--- src/rtl/audio_pair_sched_if.sv ---
// Handshake bundle between the pair scheduler, its two show-ahead input FIFOs
// and the interleaved output FIFO.
interface audio_pair_sched_if #(
  parameter int DATA_WIDTH = 32
);
  logic                  left_empty;
  logic [DATA_WIDTH-1:0] left_dout;
  logic                  left_rd_en;
  logic                  right_empty;
  logic [DATA_WIDTH-1:0] right_dout;
  logic                  right_rd_en;
  logic                  out_full;
  logic                  out_wr_en;
  logic [DATA_WIDTH-1:0] out_din;

  modport master (
    input  left_empty, left_dout, right_empty, right_dout, out_full,
    output left_rd_en, right_rd_en, out_wr_en, out_din
  );

  modport slave (
    output left_empty, left_dout, right_empty, right_dout, out_full,
    input  left_rd_en, right_rd_en, out_wr_en, out_din
  );
endinterface

--- src/rtl/audio_pair_sched.sv ---
// Paced stereo interleaver: on each period tick pops one left/right pair
// together and writes them to the output FIFO as L then R.
module audio_pair_sched #(
  parameter int DATA_WIDTH   = 32,
  parameter int PERIOD_WIDTH = 16,
  parameter int LATE_WIDTH   = 16
) (
  input  logic                    clock,
  input  logic                    reset,
  input  logic                    enable,
  input  logic [PERIOD_WIDTH-1:0] period,
  audio_pair_sched_if.master      bus,
  output logic                    busy,
  output logic [LATE_WIDTH-1:0]   late_count
);

  typedef enum logic [1:0] {IDLE, WR_L, WR_R} state_t;

  state_t                  state;
  logic [PERIOD_WIDTH-1:0] cnt;
  logic [PERIOD_WIDTH-1:0] reload;
  logic                    pending;
  logic                    tick;
  logic                    pop;
  logic                    wr;
  logic                    clr;
  logic [DATA_WIDTH-1:0]   hold_l;
  logic [DATA_WIDTH-1:0]   hold_r;

  // period 0 behaves as period 1: the counter parks at 0 and ticks every cycle
  assign tick   = enable && (cnt == '0);
  assign reload = (period == '0) ? '0 : period - PERIOD_WIDTH'(1);

  assign pop = (state == IDLE) && pending && !bus.left_empty && !bus.right_empty;
  assign wr  = ((state == WR_L) || (state == WR_R)) && !bus.out_full;
  assign clr = (state == WR_R) && wr;

  assign bus.left_rd_en  = pop;
  assign bus.right_rd_en = pop;
  assign bus.out_wr_en   = wr;
  assign busy            = (state != IDLE);

  always_comb begin
    bus.out_din = '0;
    if (wr) bus.out_din = (state == WR_L) ? hold_l : hold_r;
  end

  always_ff @(posedge clock or posedge reset) begin
    if (reset) begin
      state      <= IDLE;
      cnt        <= '0;
      pending    <= 1'b0;
      late_count <= '0;
      hold_l     <= '0;
      hold_r     <= '0;
    end else begin
      if (tick)                      cnt <= reload;
      else if (enable && cnt != '0)  cnt <= cnt - PERIOD_WIDTH'(1);

      // a tick landing on the clearing write keeps the next pair pending
      if (tick)     pending <= 1'b1;
      else if (clr) pending <= 1'b0;

      if (tick && pending && !clr && late_count != '1)
        late_count <= late_count + LATE_WIDTH'(1);

      case (state)
        IDLE: if (pop) begin
          hold_l <= bus.left_dout;
          hold_r <= bus.right_dout;
          state  <= WR_L;
        end
        WR_L:    if (wr) state <= WR_R;
        WR_R:    if (wr) state <= IDLE;
        default: state <= IDLE;
      endcase
    end
  end

endmodule

--- src/flat_wrapper.sv ---
// flat-port wrapper written by rule: the top's interface ports become plain ports
module audio_pair_sched_flat 
#(
  parameter int DATA_WIDTH   = 32,
  parameter int PERIOD_WIDTH = 16,
  parameter int LATE_WIDTH   = 16
)
  (clock, reset, enable, period, busy, late_count, bus_left_empty, bus_left_dout, bus_right_empty, bus_right_dout, bus_out_full, bus_left_rd_en, bus_right_rd_en, bus_out_wr_en, bus_out_din);
  audio_pair_sched_if #(.DATA_WIDTH(DATA_WIDTH)) bus_i ();
  input  logic clock;
  input  logic reset;
  input  logic enable;
  input  logic [PERIOD_WIDTH-1:0] period;
  output logic busy;
  output logic [LATE_WIDTH-1:0] late_count;
  input wire logic [$bits(bus_i.left_empty)-1:0] bus_left_empty;
  input wire logic [$bits(bus_i.left_dout)-1:0] bus_left_dout;
  input wire logic [$bits(bus_i.right_empty)-1:0] bus_right_empty;
  input wire logic [$bits(bus_i.right_dout)-1:0] bus_right_dout;
  input wire logic [$bits(bus_i.out_full)-1:0] bus_out_full;
  output wire logic [$bits(bus_i.left_rd_en)-1:0] bus_left_rd_en;
  output wire logic [$bits(bus_i.right_rd_en)-1:0] bus_right_rd_en;
  output wire logic [$bits(bus_i.out_wr_en)-1:0] bus_out_wr_en;
  output wire logic [$bits(bus_i.out_din)-1:0] bus_out_din;
  assign bus_i.left_empty = bus_left_empty;
  assign bus_i.left_dout = bus_left_dout;
  assign bus_i.right_empty = bus_right_empty;
  assign bus_i.right_dout = bus_right_dout;
  assign bus_i.out_full = bus_out_full;
  assign bus_left_rd_en = bus_i.left_rd_en;
  assign bus_right_rd_en = bus_i.right_rd_en;
  assign bus_out_wr_en = bus_i.out_wr_en;
  assign bus_out_din = bus_i.out_din;
  audio_pair_sched #(.DATA_WIDTH(DATA_WIDTH), .PERIOD_WIDTH(PERIOD_WIDTH), .LATE_WIDTH(LATE_WIDTH)) u_core (.clock(clock), .reset(reset), .enable(enable), .period(period), .bus(bus_i), .busy(busy), .late_count(late_count));
endmodule
--- config.mk ---
export PLATFORM = sky130hd
export DESIGN_NAME = audio_pair_sched_flat
export DESIGN_NICKNAME = d
export VERILOG_FILES = /design/src/rtl/audio_pair_sched_if.sv /design/src/rtl/audio_pair_sched.sv /design/src/flat_wrapper.sv
export SDC_FILE = /design/constraint.sdc
export NUM_CORES = 1
export LEC_CHECK = 0
export CAP_MARGIN = 5
export CORE_MARGIN = 2
export CORE_UTILIZATION = 53
export CTS_CLUSTER_SIZE = 24
export DETAILED_ROUTE_END_ITERATION = 10
export HOLD_SLACK_MARGIN = 0.12
export PLACE_DENSITY_LB_ADDON = 0.05
export SLEW_MARGIN = 20
export SYNTH_ARGS = -nofsm -noshare
export SYNTH_HDL_FRONTEND = slang
export SYNTH_SLANG_ARGS = --single-unit
--- constraint.sdc ---
create_clock -name clock -period 9.4 [get_ports clock]
set_input_delay 2.82 -clock clock [delete_from_list [all_inputs] [get_ports clock]]
set_output_delay 2.82 -clock clock [all_outputs]
set_load 0.02 [all_outputs]
==> run_results.csv, run 1 <==
group,metric,value,unit
run_status,outcome,"complete, no violations",
min_path,hold_path_depth,1,
die,start_util,0.550,
worst_setup_path,slowest_delay,0.62,ns
worst_setup_path,endpoint_kind,"output pin",
worst_setup_path,rr_startpoint,"u_core.state[0]",
routing,num_vias,3892,
synthesis,synth_cells,457,
routing,routedWlPerCell,16.3,um
clock_tree,hold_buffers,0,
worst_setup_path,critPathLaunch,"bus_out_full",
worst_setup_path,worst-path-buf-inv,3,
cells_and_area,post-route-util,0.727,
routing,drc,0,
job,drv_cap,0,
min_path,min_to,"u_core.late_count[15]",
power_and_ir_drop,p_leak,2.74,nW
placement,hpwl,8370,um
die,die_area,0.0104,mm2
die,fp.coreArea,0.00928,mm2
min_path,hold_start,"u_core.late_count[15]",
routing,ant_nets,0,
die,die_w,102,um
sta,slew_headroom,0.262,
worst_setup_path,crit_top_cell,"clkdlybuf4s50_1",
synthesis,synth_top_flop_cell,"dfrtp_1",
die,num_rows,35,
grt,antenna_found_initial,0,
worst_setup_path,crit_type,"in -> out",
sta,min_period_over_period,0.772,
placement,routabilityCongestion,0.881,
min_path,hp-class,"reg -> reg",
clock_tree,clkTransAtPathRegs,0.10,ns
worst_setup_path,arrival,4.44,ns
sta,fin_worst_skew,0.0161,ns
cells_and_area,area_growth,32.2,%
clock_tree,post-cts-setup-buffers,0,
synthesis,yosysWarnings,0,
cells_and_area,finalNetCount,677,
clock_tree,cts_made_buffers,9,
sta,setup_viol,0,
worst_setup_path,critical-path-slowest-cell,"clkdlybuf4s50_1",
clock_tree,cts-resized-gates,0,
power_and_ir_drop,worst_ir_drop_vdd,78.6,uV
grt,grt_pass1_vias,3827,
worst_setup_path,path_cells,"clkdlybuf4s50_1, nand2b_1, buf_4, nor2_1, clkdlybuf4s50_1",
worst_setup_path,critPathLaunchType,"input port",
clock_tree,cts_tree,"yes",
placement,io_buffers,137,
sta,drv_slew,0,
routing,firstDrtPassIters,4,
synthesis,async_reset_ff_frac,1.00,
clock_tree,clockBufferDepth,2,
sta,rsz0062_at_grt,"no",
worst_setup_path,ff2ff_setup_slack,6.51,ns
sta,tns,0,ns
routing,wl,11700,um
cells_and_area,final_layout_size_suffix_gt1_frac,0.163,
synthesis,syn-num-nets,551,
clock_tree,clockRootBuffer,"clkbuf_8",
sta,tightest_slew,1.11,ns
clock_tree,numClockSinks,99,
synthesis,syn-cell-area,0.00510,mm2
sta,period_needed,7.26,ns
grt,grt_pass1_wl,18300,um
synthesis,syn_area_per_cell,11.2,um2
synthesis,synth_edf_count,0,
clock_tree,htreeDepth,3,
clock_tree,worstSkewPairLatency,0.37,ns
cells_and_area,num_antenna_cells,0,
synthesis,ys_types,50,
placement,post-place-ws,2.14,ns
sta,hold_viol_final,0,
worst_setup_path,reg2reg_depth,8,
worst_setup_path,cp_max_fo,35,
synthesis,synth_area_leaders,"dfrtp_1 49%, mux2_2 15%, mux2i_1 6.5%",
grt,grt_overflow,0,
routing,vias_per_cell,5.43,
synthesis,synth_largest_area_cell,"dfrtp_1",
worst_setup_path,cp_top_family,"buffers and inverters",
synthesis,yosys_register_bits,99,
die,io_pins,138,
die,chipHeight,102,um
grt,grt_usage,0.226,
worst_setup_path,required,6.58,ns
power_and_ir_drop,power,948,uW
worst_setup_path,r2r_end,"u_core.state[1]",
synthesis,ys_seq_area_frac,0.485,
synthesis,synth_top_cell_area_share,0.485,
sta,post-route-worst-setup-slack,2.14,ns
sta,max_freq,0.138,GHz
grt,grt_max_degree,68,
power_and_ir_drop,powerDensity,140,mW/mm2
routing,drt_iter0_markers,100,
sta,whs,0.506,ns
[cell type report]
type | instances | area (um2)
fillers | 737 | 2530
flip-flops and latches | 99 | 2480
multi-input cells | 319 | 2470
repair buffers | 140 | 1390
well taps | 129 | 161
clock buffers | 11 | 131
clock inverters | 5 | 62.6
inverters | 14 | 55.1
[registers in the layout, summed over array words and instances (netlist names)]
name,flops
u_core.cnt,16
u_core.pending,1
u_core.hold_l,32
u_core.hold_r,32
u_core.late_count,16
u_core.state,2
[cell usage after synthesis, types with 3 or more instances]
library cell  count
mux2_2           66
nor4_1            5
o211ai_2          3
o31a_1            3
nand4_1          10
a21oi_1           5
nand2_1          23
mux2i_1          33
nor3_1           11
and3_1            6
o221ai_1          3
or3_1             3
clkbuf_1         17
buf_2             4
nand3_1          13
xor2_1            7
inv_1            14
ha_1              8
xnor2_1          20
nor2_1           49
o21ai_0           6
nand2b_1          3
or4_1             5
dfrtp_1          99
o21ai_1           5
a31oi_1           5
and4_1            3
[worst register-to-register path, cell delays in order, from the launching register on]
cell	delay, ns
dfrtp_1	0.41
inv_1	0.11
ha_1	0.22
nand2_1	0.10
nor3_2	0.28
buf_4	0.70
inv_1	0.13
a222oi_1	0.45
mux2_2	0.38
[cells in the final DEF (no fill, tap or decap), types with 6 or more instances in the layout]
master and count:
and3_1 6, clkbuf_8 9, clkdlybuf4s50_1 137, dfrtp_1 99
ha_1 7, inv_1 13, mux2_2 66, mux2i_1 33
nand2_1 23, nand3_1 13, nand4_1 10, nor2_1 49
nor3_1 10, o21ai_0 6, xnor2_1 20, xor2_1 7
[per-stage QoR]
step	area, um2	instances
final	6750	717
after global routing	6750	717
after CTS	6750	717
after global placement	6560	701
after detailed placement	6560	701
after floorplan	5100	457
[cells by family (layout without fill, tap and decap cells)]
group           count (synthesis)  after routing  share of synthesized area
simple gates                  145            145                      0.149
mux                           100            100                      0.212
flops                          99             99                      0.485
compound gates                 39             39                     0.0544
buf+inv                        39            170                     0.0326
xor+xnor                       27             27                     0.0463
fa+ha+maj                       8              8                     0.0196
[metal layers]
layer	GRT usage	part of all wire	vias up
met1	0.297	0.44	1877
met2	0.382	0.48	114
li1	-	-	1885
met3	0.0301	0.053	16
met5	0	0	-
met4	0.0882	0.020	0
[how the worst max path moves through the flow]
stage / end / slack [ns] / cells after the start
finish: bus_out_din[22] / 2.14 / 5
global route: bus_out_din[16] / 2.06 / 5
CTS: bus_out_din[22] / 2.14 / 5
detailed placement: bus_out_din[22] / 2.14 / 5
global placement: bus_out_din[19] / 2.22 / 5
floorplan: bus_right_rd_en / 2.43 / 4
[power by group]
| group | internal, mW | switching (mW) | total, mW | leakage (nW) |
|---|---|---|---|---|
| Sequential | 0.448 | 0.0219 | 0.470 | 1.32 |
| Combinational | 0.105 | 0.0999 | 0.205 | 1.32 |
| Clock | 0.125 | 0.149 | 0.274 | 0.0954 |
(Power assumes the default switching activity.)
==> run 2, diff against run 1 <==
--- a/config.mk
+++ b/config.mk
@@ -7,7 +7,7 @@
 export LEC_CHECK = 0
 export CAP_MARGIN = 5
 export CORE_MARGIN = 2
-export CORE_UTILIZATION = 53
+export CORE_UTILIZATION = 44
 export CTS_CLUSTER_SIZE = 24
 export DETAILED_ROUTE_END_ITERATION = 10
 export HOLD_SLACK_MARGIN = 0.12
==> constraint.sdc (replaced) <==
create_clock -name clock -period 6.2 [get_ports clock]
set_input_delay 1.86 -clock clock [delete_from_list [all_inputs] [get_ports clock]]
set_output_delay 1.86 -clock clock [all_outputs]
set_load 0.02 [all_outputs]
==> run 2 against run 1 <==
Clock skew shrank 0.0068 ns. Critical endpoint is now bus_out_din[1]. Critical path depth is the same. Clock-buffer cell count is the same.
==> run_results.csv, run 2 (same netlist as run 1, synthesis figures left out) <==
group,metric,value,unit
run_status,outcome,"complete, no violations",
cells_and_area,top_regs,"u_core.hold_l (32), u_core.hold_r (32)",
routing,drt_iter0_markers,85,
worst_setup_path,r2r_end,"u_core.state[1]",
die,start_util,0.449,
min_path,hold_path_depth,1,
clock_tree,clkTransAtPathRegs,0.07,ns
routing,drc,0,
power_and_ir_drop,powerDensity,231,mW/mm2
power_and_ir_drop,comb_power_share,0.195,
power_and_ir_drop,worst_ir_drop_vdd,140,uV
grt,antenna_found_initial,0,
min_path,min_to,"u_core.late_count[11]",
routing,routedWlPerCell,15.7,um
routing,ant_nets,0,
sta,min_period_over_period,0.898,
clock_tree,clockBufferDepth,2,
min_path,hp-class,"reg -> reg",
worst_setup_path,reg2reg_depth,9,
power_and_ir_drop,netSwitchingFraction,0.268,
routing,vias_per_cell,5.28,
power_and_ir_drop,p_leak,2.81,nW
routing,wl,11500,um
worst_setup_path,critPathLaunchType,"input port",
placement,routabilityCongestion,0.786,
worst_setup_path,endpoint_kind,"output pin",
power_and_ir_drop,seqPwrFrac,0.447,
cells_and_area,finalNetCount,679,
clock_tree,htreeDepth,3,
sta,fin_worst_skew,0.00931,ns
sta,post-route-worst-setup-slack,0.635,ns
clock_tree,cts_tree,"yes",
cells_and_area,final_cell_mix,"137 x clkdlybuf4s50_1, 99 x dfrtp_1, 66 x mux2_2",
clock_tree,worstSkewPairLatency,0.34,ns
grt,grt_max_degree,67,
grt,grt_overflow,0,
sta,max_freq,0.180,GHz
grt,grt_usage,0.191,
placement,post-place-ws,0.630,ns
cells_and_area,num_antenna_cells,0,
sta,hold_viol_final,0,
power_and_ir_drop,power,1.60,mW
worst_setup_path,required,4.34,ns
grt,grt_pass1_vias,3963,
clock_tree,numClockSinks,99,
sta,slew_headroom,0.454,
sta,tns,0,ns
clock_tree,post-cts-setup-buffers,0,
sta,period_needed,5.56,ns
clock_tree,cts_made_buffers,9,
cells_and_area,area_growth,35.5,%
die,io_pins,138,
job,drv_cap,0,
die,die_area,0.0125,mm2
power_and_ir_drop,p_clk_frac,0.357,
clock_tree,clockRootBuffer,"clkbuf_16",
sta,setup_viol,0,
worst_setup_path,ff2ff_setup_slack,3.40,ns
routing,num_vias,3872,
routing,firstDrtPassIters,4,
sta,tightest_slew,0.820,ns
worst_setup_path,crit_type,"in -> out",
power_and_ir_drop,p_int,1.17,mW
cells_and_area,final_common_cell,"clkdlybuf4s50_1",
die,die_w,112,um
die,num_rows,39,
worst_setup_path,rr_startpoint,"u_core.state[0]",
power_and_ir_drop,p_switching,428,uW
grt,grt_pass1_wl,19300,um
placement,hpwl,8280,um
clock_tree,cts-resized-gates,0,
worst_setup_path,arrival,3.70,ns
placement,io_buffers,137,
sta,drv_slew,0,
die,fp.coreArea,0.0114,mm2
sta,rsz0062_at_grt,"no",
min_path,hold_start,"u_core.late_count[11]",
worst_setup_path,cp_max_fo,23,
cells_and_area,final_layout_size_suffix_gt1_frac,0.168,
clock_tree,hold_buffers,0,
die,chipHeight,112,um
sta,whs,0.495,ns
==> run 2: final cells by class <==
type	count	area [um2]
Timing Repair Buffer	142	1420
Clock inverter	5	61.3
Tap cell	143	179
Multi-Input combinational cell	319	2480
Clock buffer	11	243
Sequential cell	99	2480
Inverter	14	55.1
Fill cell	1001	4450
==> run 2: worst max-delay path by stage <==
stage,start,end
5_1_grt,bus_out_full,bus_out_din[0]
3_3_place_gp,bus_out_full,bus_out_din[0]
6_report,bus_out_full,bus_out_din[1]
4_1_cts,bus_out_full,bus_out_din[1]
3_5_place_dp,bus_out_full,bus_out_din[1]
2_1_floorplan,bus_left_empty,bus_right_rd_en
==> run 2: routing by layer <==
metal	vias to the layer above	global-route usage	wire (um)
li1	1887	-	-
met1	1872	0.251	5180
met2	99	0.320	5660
met3	14	0.0305	490
met4	0	0.0724	168
met5	-	0	0
==> run 2: power by group through the flow <==
stage          clock, mW  combinational (mW)  sequential [mW]
2_1_floorplan          0               0.203            0.711
3_3_place_gp           0               0.311            0.722
3_5_place_dp           0               0.316            0.724
4_1_cts            0.587               0.317            0.712
5_1_grt            0.613               0.342            0.720
6_report           0.571               0.312            0.714
==> run 2: worst max-delay path: stages <==
cell	delay, ns
clkdlybuf4s50_1	0.42
nand2b_1	0.39
buf_12	0.28
nor2_1	0.13
clkdlybuf4s50_1	0.61
==> run 2: metrics by stage <==
stage	instances	utilization	instance area (um2)
finish	733	0.608	6920
global route	733	0.608	6920
CTS	733	0.607	6910
detailed placement	717	0.581	6600
global placement	717	0.581	6600
floorplan	457	-	5100
